===== src/rtl/sram_like_arbiter.sv =====
// Shares one sram-like memory port between N_CH request channels, one transaction in flight at a time.
// kseg0/kseg1 virtual addresses are folded to physical before the request is latched.
module sram_like_arbiter #(
  parameter int N_CH        = 2,
  parameter int DATA_W      = 32,
  parameter int RR_EN       = 1,
  parameter int MAP_EN      = 1,
  parameter int TIMEOUT_CYC = 0
) (
  input  logic                     clk,
  input  logic                     rst,
  input  logic [N_CH-1:0]          ch_req,
  input  logic [N_CH-1:0]          ch_wr,
  input  logic [2*N_CH-1:0]        ch_size,
  input  logic [32*N_CH-1:0]       ch_addr,
  input  logic [DATA_W*N_CH-1:0]   ch_wdata,
  output logic [N_CH-1:0]          ch_addr_ok,
  output logic [N_CH-1:0]          ch_data_ok,
  output logic [DATA_W-1:0]        ch_rdata,
  output logic [N_CH-1:0]          ch_err,
  output logic                     m_req,
  output logic                     m_wr,
  output logic [1:0]               m_size,
  output logic [31:0]              m_addr,
  output logic [DATA_W-1:0]        m_wdata,
  input  logic                     m_addr_ok,
  input  logic                     m_data_ok,
  input  logic [DATA_W-1:0]        m_rdata
);

  localparam int IDX_W = (N_CH > 1) ? $clog2(N_CH) : 1;
  localparam int CNT_W = (TIMEOUT_CYC > 1) ? $clog2(TIMEOUT_CYC) : 1;
  localparam logic [CNT_W-1:0] CNT_LAST = (TIMEOUT_CYC > 0) ? CNT_W'(TIMEOUT_CYC - 1) : '0;

  typedef enum logic [1:0] {S_IDLE, S_REQ, S_WAIT, S_RESP} state_t;

  state_t              state_q;
  logic [IDX_W-1:0]    gnt_q;
  logic [IDX_W-1:0]    ptr_q;
  logic [CNT_W-1:0]    cnt_q;
  logic                err_q;
  logic                m_req_q;
  logic                wr_q;
  logic [1:0]          size_q;
  logic [31:0]         addr_q;
  logic [DATA_W-1:0]   wdata_q;
  logic [DATA_W-1:0]   rdata_q;

  logic [IDX_W-1:0]    win_d;
  logic [IDX_W-1:0]    ptr_d;
  logic [31:0]         addr_d;
  logic                any_req;

  logic [1:0]          size_arr  [N_CH];
  logic [31:0]         addr_arr  [N_CH];
  logic [DATA_W-1:0]   wdata_arr [N_CH];

  for (genvar gi = 0; gi < N_CH; gi++) begin : g_unpack
    assign size_arr[gi]  = ch_size[2*gi +: 2];
    assign addr_arr[gi]  = ch_addr[32*gi +: 32];
    assign wdata_arr[gi] = ch_wdata[DATA_W*gi +: DATA_W];
  end

  function automatic logic [31:0] map_addr(input logic [31:0] a);
    if ((MAP_EN != 0) && ((a[31:29] == 3'b100) || (a[31:29] == 3'b101)))
      return {3'b000, a[28:0]};
    return a;
  endfunction

  // Round-robin scans upward from the pointer and wraps; fixed priority keeps the lowest index.
  always_comb begin : p_winner
    int   idx;
    logic found;
    idx     = 0;
    found   = 1'b0;
    win_d   = '0;
    any_req = |ch_req;
    if (RR_EN != 0) begin
      for (int k = 0; k < N_CH; k++) begin
        idx = int'(ptr_q) + k;
        if (idx >= N_CH) idx = idx - N_CH;
        if (!found && ch_req[IDX_W'(idx)]) begin
          win_d = IDX_W'(idx);
          found = 1'b1;
        end
      end
    end else begin
      for (int k = N_CH - 1; k >= 0; k--) begin
        if (ch_req[IDX_W'(k)]) win_d = IDX_W'(k);
      end
    end
  end

  assign ptr_d  = (win_d == IDX_W'(N_CH - 1)) ? '0 : win_d + 1'b1;
  assign addr_d = map_addr(addr_arr[win_d]);

  always_ff @(posedge clk or posedge rst) begin
    if (rst) begin
      state_q <= S_IDLE;
      gnt_q   <= '0;
      ptr_q   <= '0;
      cnt_q   <= '0;
      err_q   <= 1'b0;
      m_req_q <= 1'b0;
      wr_q    <= 1'b0;
      size_q  <= '0;
      addr_q  <= '0;
      wdata_q <= '0;
      rdata_q <= '0;
    end else begin
      case (state_q)
        S_IDLE: begin
          if (any_req) begin
            gnt_q   <= win_d;
            ptr_q   <= ptr_d;
            wr_q    <= ch_wr[win_d];
            size_q  <= size_arr[win_d];
            addr_q  <= addr_d;
            wdata_q <= wdata_arr[win_d];
            m_req_q <= 1'b1;
            state_q <= S_REQ;
          end
        end
        S_REQ: begin
          if (m_addr_ok) begin
            m_req_q <= 1'b0;
            state_q <= S_WAIT;
          end
        end
        S_WAIT: begin
          // A response in the final timeout cycle still counts as a normal completion.
          if (m_data_ok) begin
            rdata_q <= m_rdata;
            err_q   <= 1'b0;
            cnt_q   <= '0;
            state_q <= S_RESP;
          end else if ((TIMEOUT_CYC > 0) && (cnt_q == CNT_LAST)) begin
            rdata_q <= '0;
            err_q   <= 1'b1;
            cnt_q   <= '0;
            state_q <= S_RESP;
          end else begin
            cnt_q   <= cnt_q + 1'b1;
          end
        end
        S_RESP: begin
          err_q   <= 1'b0;
          state_q <= S_IDLE;
        end
        default: state_q <= S_IDLE;
      endcase
    end
  end

  always_comb begin
    ch_addr_ok = '0;
    ch_data_ok = '0;
    ch_err     = '0;
    if (!rst && (state_q == S_IDLE) && any_req)
      ch_addr_ok[win_d] = 1'b1;
    if (state_q == S_RESP) begin
      ch_data_ok[gnt_q] = 1'b1;
      ch_err[gnt_q]     = err_q;
    end
  end

  assign ch_rdata = rdata_q;
  assign m_req    = m_req_q;
  assign m_wr     = wr_q;
  assign m_size   = size_q;
  assign m_addr   = addr_q;
  assign m_wdata  = wdata_q;

endmodule


===== config.mk =====
export PLATFORM = sky130hd
export DESIGN_NAME = sram_like_arbiter
export DESIGN_NICKNAME = d
export VERILOG_FILES = /design/src/rtl/sram_like_arbiter.sv
export SDC_FILE = /design/constraint.sdc
export NUM_CORES = 1
export LEC_CHECK = 0
export BUFFER_PORTS_ARGS = -buffer_cell sky130_fd_sc_hd__buf_2
export CELL_PAD_IN_SITES_DETAIL_PLACEMENT = 1
export CELL_PAD_IN_SITES_GLOBAL_PLACEMENT = 1
export CORE_ASPECT_RATIO = 0.75
export CORE_MARGIN = 4
export CORE_UTILIZATION = 34
export DETAILED_ROUTE_END_ITERATION = 7
export GPL_ROUTABILITY_DRIVEN = 0
export PLACE_DENSITY = 0.94
export SLEW_MARGIN = 10
export SYNTH_ARGS = -nofsm -noshare
export SYNTH_HDL_FRONTEND = slang
export SYNTH_SLANG_ARGS = --single-unit

===== constraint.sdc =====
create_clock -name clk -period 8.5 [get_ports clk]
set_input_delay 1.7 -clock clk [delete_from_list [all_inputs] [get_ports clk]]
set_output_delay 1.7 -clock clk [all_outputs]
set_load 0.02 [all_outputs]

==> results of run 1 <==
-- logic make-up after synthesis --
group	after synthesis	share of synthesized area, %
and+or+nand+nor	19	2.22
adders and majority gates	5	1.39
other	1	0.0832
buffers and inverters	34	4.80
AOI/OAI and AO/OA	141	25.3
muxes	34	8.47
DFF	104	57.8
-- how the worst max path moves through the flow --
| stage | from | end | slack [ns] | depth (start not counted) |
|---|---|---|---|---|
| 3_5_place_dp | ch_req[0] | ch_addr_ok[0] | 3.61 | 6 |
| 3_3_place_gp | ch_req[0] | ch_addr_ok[0] | 3.67 | 6 |
| 4_1_cts | ch_req[0] | ch_addr_ok[0] | 3.62 | 6 |
| 6_report | ch_req[0] | ch_addr_ok[0] | 3.62 | 6 |
| 2_1_floorplan | rst | ch_addr_ok[0] | 2.48 | 2 |
| 5_1_grt | ch_req[0] | ch_addr_ok[0] | 3.51 | 6 |
-- worst max-delay path, cell delays in order --
cell	delay (ns)
buf_2	0.16
nand2b_1	0.19
a21oi_4	0.15
buf_4	0.58
and2_1	0.21
buf_2	0.17
-- state kept, by name (all words and copies together) (netlist names) --
name	cells
m_addr	32
m_wr	1
gnt_q	1
m_wdata	32
ptr_q	1
ch_rdata	32
state_q	2
m_req	1
m_size	2
-- power breakdown --
group          internal, W  switching [W]  total, W
combinational     0.000518       0.000721   0.00124
sequential        0.000741       0.000144  0.000885
clock             0.000214       0.000179  0.000393
total              0.00147        0.00104   0.00252
-- per-layer routing --
metal / vias to the layer above / global-route usage [%] / wire length, um / part of all wire, %
met5: - / 0 / 0 / 0
met4: 0 / 5.12 / 204 / 1.4
met3: 20 / 7.77 / 1520 / 10
met2: 195 / 35.4 / 7530 / 50
met1: 1972 / 21.5 / 5690 / 38
li1: 1774 / - / - / -
-- synth_stat cells (3+ instances only) --
master      n
buf_4       9
inv_1       6
mux2_1     31
a21o_1     65
clkbuf_1    4
dfrtp_1   104
a22o_1     65
buf_2       8
nor2_1      5
buf_6       6
nand2_1     3
ha_1        5
nand2b_1    3
-- placed cells by master (no fill, tap or decap), types with 2 or more instances in the layout --
cell	synthesis	layout
clkbuf_8	0	2
and2_1	2	2
dfrtp_1	104	104
mux2_1	31	31
mux2_2	2	2
buf_2	8	275
nor2_1	5	5
nand2b_1	3	3
buf_4	9	4
clkbuf_16	0	9
a22o_1	65	65
nand2_1	3	3
nand3_1	2	2
a21o_1	65	65
inv_1	6	5
a31oi_1	2	2
clkinv_4	0	2
conb_1	1	2
ha_1	5	5
-- per-stage QoR --
stage               power (W)  utilization, %  instances
floorplan             0.00170               -        339
global route          0.00268            48.1        777
global placement      0.00206            45.9        762
detailed placement    0.00214            45.9        762
CTS                   0.00255            48.1        777
finish                0.00252            48.1        777
-- area by class of cell --
| cell class | instances | area share, % |
|---|---|---|
| multi-input combinational | 201 | 27.4 |
| inverter | 7 | 0.461 |
| tap | 171 | 3.43 |
| timing repair buffer | 279 | 22.5 |
| clock buffer | 11 | 4.05 |
| clock inverter | 4 | 0.481 |
| sequential | 104 | 41.7 |
==> impl_metrics.toml, run 1 <==
[layout]
syn_to_final_growth_pct = 38.6
final_area_um2 = 6240
drive_gt1_share_pct = 49.5
nets = 779
diodes = 0
multi_input_area_um2 = 1710
regArea_um2 = 2600
fill_cells = 1476

[worst_setup_path]
crit_required_ns = 6.80
r2r_slack_ns = 6.38
reg2reg_depth = 5
path_class = "in -> out"
r2r_start = "state_q[0]"
crit_arrival_ns = 3.18
startpoint_type = "input port"
end_kind = "output pin"
crit_fanout = 65
reg2reg_to = "m_addr[27]"

[routing]
vias = 3961
drc = 0
ant_nets = 0
viasPerCell = 5.10
first_pass_iters = 4
totalWireLength_mm = 14.9
drt_iter0_drc = 143
wl_per_cell_um = 19.2

[clock_network]
cts_buffers = 9
htreeDepth = 3
numClockSinks = 104
path_clk_slew_ns = 0.07
cts_tree = "yes"
worstSkewPairLatency_ns = 0.34
cts.path.max_buffers = 2
cts_root_buffer = "clkbuf_16"
post_cts_buffers = 0
ctsResizeCount = 0
cts_hold_buf = 0

[synth]
netlist_instances = 338
async_flop_share_pct = 100
ys.flop_type = "dfrtp_1"
yosysSeqAreaShare_pct = 57.8
yosys_warnings = 0
yosys_register_bits = 104
yosysUniqueCellTypes = 32
yosys.area.top_type_share_pct = 57.8
avgSynthCellArea_um2 = 13.3
syn_area_um2 = 4510
ys_top_cells_by_area = "dfrtp_1, a22o_1, a21o_1"
synth_edf_count = 0
synth.largest_area_cell = "dfrtp_1"

[timing]
setup_violations = 0
final_hold_viol_count = 0
fin_hold_ws_ns = 0.487
fin_tns_setup_ns = 0
worst_slack_ns = 3.62
worst_pin_slew_ns = 0.840
max_slew_margin_pct = 43.8
final.setup_skew_ns = 0.00500
post-route-period-util_pct = 57.4
final-max-slew-violation-count = 0
fin_crit_ns = 4.88
rsz0062_at_grt = "no"
max_freq_ghz = 0.205

[min_path]
hp-start = "ch_rdata[0]"
hold_path_end = "ch_rdata[0]"
hold_depth = 1
hp-class = "reg -> reg"

[die]
ioPinCount = 278
rows = 36
die-height_um = 108
dieWidth_um = 141
core_area_um2 = 13000
start_util_pct = 34.7
die-area_um2 = 15200

[power_and_ir_drop]
p_per_area_nw_per_um2 = 403
ir_drop_uv = 197
p_leak_nw = 3.68

[place]
dpl_cell_area_um2 = 5960
io_buffers = 275
dp_hpwl_mm = 11.4
place_ws_ns = 3.61

[run_status]
run_status = "completed"

[global_routing]
grt_pass1_wl_mm = 23.4
grt_max_degree = 67
overflow = 0
grt_antenna_before_repair = 0
grt_usage_pct = 19.6
grt_pass1_vias = 4463

[job]
maxCapViolations = 0
Note: power is estimated with default switching activity, not from simulation.
==> run 2: changes to the inputs <==
--- a/config.mk
+++ b/config.mk
@@ -10,10 +10,10 @@
 export CELL_PAD_IN_SITES_GLOBAL_PLACEMENT = 1
 export CORE_ASPECT_RATIO = 0.75
 export CORE_MARGIN = 4
-export CORE_UTILIZATION = 34
+export CORE_UTILIZATION = 32
 export DETAILED_ROUTE_END_ITERATION = 7
 export GPL_ROUTABILITY_DRIVEN = 0
-export PLACE_DENSITY = 0.94
+export PLACE_DENSITY = 0.9
 export SLEW_MARGIN = 10
 export SYNTH_ARGS = -nofsm -noshare
 export SYNTH_HDL_FRONTEND = slang
==> constraint.sdc (replaced) <==
create_clock -name clk -period 4.65 [get_ports clk]
set_input_delay 0.93 -clock clk [delete_from_list [all_inputs] [get_ports clk]]
set_output_delay 0.93 -clock clk [all_outputs]
set_load 0.02 [all_outputs]
==> run 2 against run 1 <==
  * Hold slack better by 0.0033 ns
  * Sequential share of layout area shrank 0.058 points
  * Setup slack worse by 1.8 ns
  * Critical path type unchanged
  * Clock power grew 89%
  * Critical endpoint unchanged
==> impl_metrics.toml, run 2 (synthesis results as in run 1) <==
[routing]
ant_nets = 0
first_pass_iters = 4
totalWireLength_mm = 14.8
drc = 0
wl_per_cell_um = 18.9
drt_iter0_drc = 199
viasPerCell = 4.98
vias = 3889

[clock_network]
worstSkewPairLatency_ns = 0.34
cts_root_buffer = "clkbuf_16"
post_cts_buffers = 0
path_clk_slew_ns = 0.06
cts_buffers = 9
ctsResizeCount = 0
numClockSinks = 104
cts_tree = "yes"
htreeDepth = 3
cts.path.max_buffers = 2
cts_hold_buf = 0

[global_routing]
grt_usage_pct = 18.0
grt_max_degree = 67
overflow = 0
grt_antenna_before_repair = 1
grt_pass1_wl_mm = 23.6
grt_pass1_vias = 4407

[timing]
final-max-slew-violation-count = 0
rsz0062_at_grt = "no"
worst_pin_slew_ns = 0.798
post-route-period-util_pct = 60.1
max_freq_ghz = 0.358
setup_violations = 0
final.setup_skew_ns = 0.00922
max_slew_margin_pct = 46.8
fin_tns_setup_ns = 0
final_hold_viol_count = 0
fin_crit_ns = 2.80

[worst_setup_path]
crit_arrival_ns = 1.87
startpoint_type = "input port"
crit_required_ns = 3.72
end_kind = "output pin"
crit_fanout = 48
path_class = "in -> out"

[layout]
stdcell_count = 781
diodes = 0
multi_input_area_um2 = 1710
final_area_um2 = 6250
fill_cells = 1536
regArea_um2 = 2600
post-route-util_pct = 45.5
syn_to_final_growth_pct = 38.8
nets = 779
layout_common_cells = "buf_2, dfrtp_1, a22o_1, a21o_1, mux2_1"
drive_gt1_share_pct = 49.3
layout_commonest_cell = "buf_2"

[min_path]
hp-class = "reg -> reg"

[place]
dp_hpwl_mm = 11.1
io_buffers = 275
dpl_cell_area_um2 = 5970
dp_cells = 766

[run_status]
run_status = "completed"

[die]
dieWidth_um = 145
rows = 37
core_area_um2 = 13700
start_util_pct = 32.8
ioPinCount = 278
die-height_um = 111
die-area_um2 = 16100

[power_and_ir_drop]
p_int_w = 0.00272
power_frac_seq_pct = 35.0
power_frac_clock_pct = 16.1
p_per_area_nw_per_um2 = 736
p_leak_nw = 3.68
p_sw_share_pct = 41.0
ir_drop_uv = 375
p_switching_w = 0.00189
p_comb_share_pct = 48.9

[job]
maxCapViolations = 0
run 2: critical path: stages:
cell and delay, ns:
buf_2 0.12, inv_4 0.41, and2_1 0.21, buf_2 0.16
run 2: metal layers:
metal	share of wire (%)	up-vias	GRT usage (%)
li1	-	1774	-
met1	40	1902	20.7
met4	1.0	2	3.80
met3	10	16	7.64
met2	48	195	31.5
met5	0.088	-	0
run 2: power by group through the flow:
stage                     combinational (W)  sequential (W)  clock (W)
after floorplan                     0.00100         0.00211          0
after global placement              0.00219         0.00158          0
after detailed placement            0.00228         0.00162          0
after CTS                           0.00229         0.00162   0.000768
after global routing                0.00243         0.00167   0.000801
final                               0.00225         0.00161   0.000741
run 2: layout make-up:
| cell class | count | share of cell area (%) |
|---|---|---|
| Clock buffer | 10 | 3.66 |
| Clock inverter | 5 | 0.921 |
| Inverter | 7 | 0.460 |
| Multi-Input combinational cell | 201 | 27.3 |
| Sequential cell | 104 | 41.6 |
| Tap cell | 175 | 3.50 |
| Timing Repair Buffer | 279 | 22.5 |
run 2: worst paths after layout:
check                            from            end  slack (ns)  cells after the start
max                               rst  ch_addr_ok[0]        1.85                      4
min                        m_addr[30]     m_addr[30]        0.49                      2
max reg2reg                state_q[0]      m_addr[8]        2.53                      6
min reg2reg                m_addr[30]     m_addr[30]        0.49                      2
max in group asynchronous         rst          ptr_q        2.80                      3
min in group asynchronous         rst     m_wdata[2]        0.66                      2
run 2: metrics by stage:
stage	power [W]	hold slack, ns	setup slack [ns]
5_1_grt	0.00490	0.503	1.70
4_1_cts	0.00467	0.496	1.79
3_5_place_dp	0.00390	0.478	1.79
3_3_place_gp	0.00376	0.469	1.84
6_report	0.00460	0.490	1.85
2_1_floorplan	0.00312	0.465	0.173
==> run 3: changes to the inputs <==
==> constraint.sdc (replaced) <==
create_clock -name clk -period 2.6 [get_ports clk]
set_input_delay 0.52 -clock clk [delete_from_list [all_inputs] [get_ports clk]]
set_output_delay 0.52 -clock clk [all_outputs]
set_load 0.02 [all_outputs]
==> run 3 against run 2 <==
  * Sequential share of layout area is 0.28 points lower
  * Die area stayed put
  * Via count is 0.28% higher
  * Wire length is 0.77% lower
  * Register-to-register slack worse by 2.0 ns
  * Utilization is 0.31 points higher
  * First-iteration DRC count is 24% lower
  * Clock-buffer cell count stayed put
  * Highest routed layer is now met4
==> impl_metrics.toml, run 3 (synthesis results as in run 1) <==
[layout]
drive_gt1_share_pct = 49.5
regArea_um2 = 2600
diodes = 0
layout_commonest_cell = "buf_2"
post-route-util_pct = 45.8
layout_common_cells = "buf_2, dfrtp_1, a22o_1, a21o_1, mux2_1"
fill_cells = 1553
multi_input_area_um2 = 1710
nets = 781
stdcell_count = 783
syn_to_final_growth_pct = 39.7

[global_routing]
grt_max_degree = 105
grt_usage_pct = 18.4
grt_pass1_vias = 4479
overflow = 0
grt_pass1_wl_mm = 24.0
grt_antenna_before_repair = 0

[clock_network]
htreeDepth = 3
numClockSinks = 104
worstSkewPairLatency_ns = 0.34
cts_tree = "yes"
post_cts_buffers = 0
ctsResizeCount = 0
cts_buffers = 9
cts_root_buffer = "clkbuf_16"
cts.path.max_buffers = 2
path_clk_slew_ns = 0.07
cts_hold_buf = 0

[timing]
worst_slack_ns = 0.162
rsz0062_at_grt = "no"
worst_pin_slew_ns = 0.698
fin_crit_ns = 2.44
fin_tns_setup_ns = 0
final_hold_viol_count = 0
setup_violations = 0
max_slew_margin_pct = 53.5
final.setup_skew_ns = 0.00902
max_freq_ghz = 0.410
final-max-slew-violation-count = 0
post-route-period-util_pct = 93.8
fin_hold_ws_ns = 0.370

[power_and_ir_drop]
ir_drop_uv = 712
p_switching_w = 0.00335
power_frac_clock_pct = 16.1
p_comb_share_pct = 49.1
p_per_area_nw_per_um2 = 1310
p_leak_nw = 3.69
power_frac_seq_pct = 34.8
p_int_w = 0.00488
p_sw_share_pct = 40.7

[routing]
totalWireLength_mm = 14.7
drc = 0
wl_per_cell_um = 18.7
vias = 3900
drt_iter0_drc = 152
viasPerCell = 4.98
ant_nets = 0
first_pass_iters = 4

[worst_setup_path]
crit_end = "ch_addr_ok[0]"
reg2reg_depth = 6
path_class = "reg -> out"
crit_required_ns = 2.08
crit_arrival_ns = 1.92
crit_fanout = 6
end_kind = "output pin"
r2r_start = "state_q[0]"
r2r_slack_ns = 0.51
reg2reg_to = "m_addr[11]"
startpoint_type = "register"
critical_path.startpoint = "state_q[0]"

[die]
die-height_um = 111
die-area_um2 = 16100
start_util_pct = 32.8
rows = 37
ioPinCount = 278
dieWidth_um = 145
core_area_um2 = 13700

[run_status]
run_status = "completed"

[place]
dp_hpwl_mm = 11.3
io_buffers = 275
place_ws_ns = 0.507
dp_cells = 768

[job]
maxCapViolations = 0

[min_path]
hp-class = "in -> async"
## run 3: how the worst min path moves through the flow
stage                  from            to  depth (start not counted)
2_1_floorplan         gnt_q         gnt_q                          1
3_3_place_gp     m_addr[30]    m_addr[30]                          2
3_5_place_dp   ch_rdata[18]  ch_rdata[18]                          1
4_1_cts         ch_addr[10]    m_addr[10]                          2
5_1_grt         ch_addr[12]    m_addr[12]                          2
6_report                rst    m_addr[31]                          3
## run 3: layout make-up
type / count / area share [%]
well taps: 175 / 3.48
multi-input cells: 201 / 27.2
flip-flops and latches: 104 / 41.3
repair buffers: 281 / 23.0
inverters: 7 / 0.477
clock buffers: 10 / 3.64
clock inverters: 5 / 0.934
## run 3: power groups by stage
stage                     clock network (W)  logic (W)  registers (W)
after CTS                           0.00137    0.00412        0.00287
after detailed placement                  0    0.00411        0.00288
after floorplan                           0    0.00180        0.00377
after global routing                0.00146    0.00441        0.00296
final                               0.00132    0.00404        0.00287
after global placement                    0    0.00394        0.00283
## run 3: stage by stage
stage / power [W] / instance area, um2
2_1_floorplan: 0.00557 / 4510
3_3_place_gp: 0.00677 / 6010
3_5_place_dp: 0.00698 / 6010
4_1_cts: 0.00836 / 6290
5_1_grt: 0.00883 / 6290
6_report: 0.00823 / 6290
## run 3: worst max-delay path, stage by stage (launching register included)
cell and delay (ns):
dfrtp_1 0.42, inv_1 0.13, ha_1 0.33, inv_1 0.15, a21oi_4 0.15, and2_1 0.20
buf_2 0.19
## run 3: metal layers
layer / track usage [%] / wire [um] / vias to the layer above
met2: 31.9 / 7160 / 207
met1: 20.4 / 5620 / 1891
met4: 6.01 / 378 / 0
met5: 0 / 0 / -
li1: - / - / 1773
met3: 8.17 / 1510 / 29
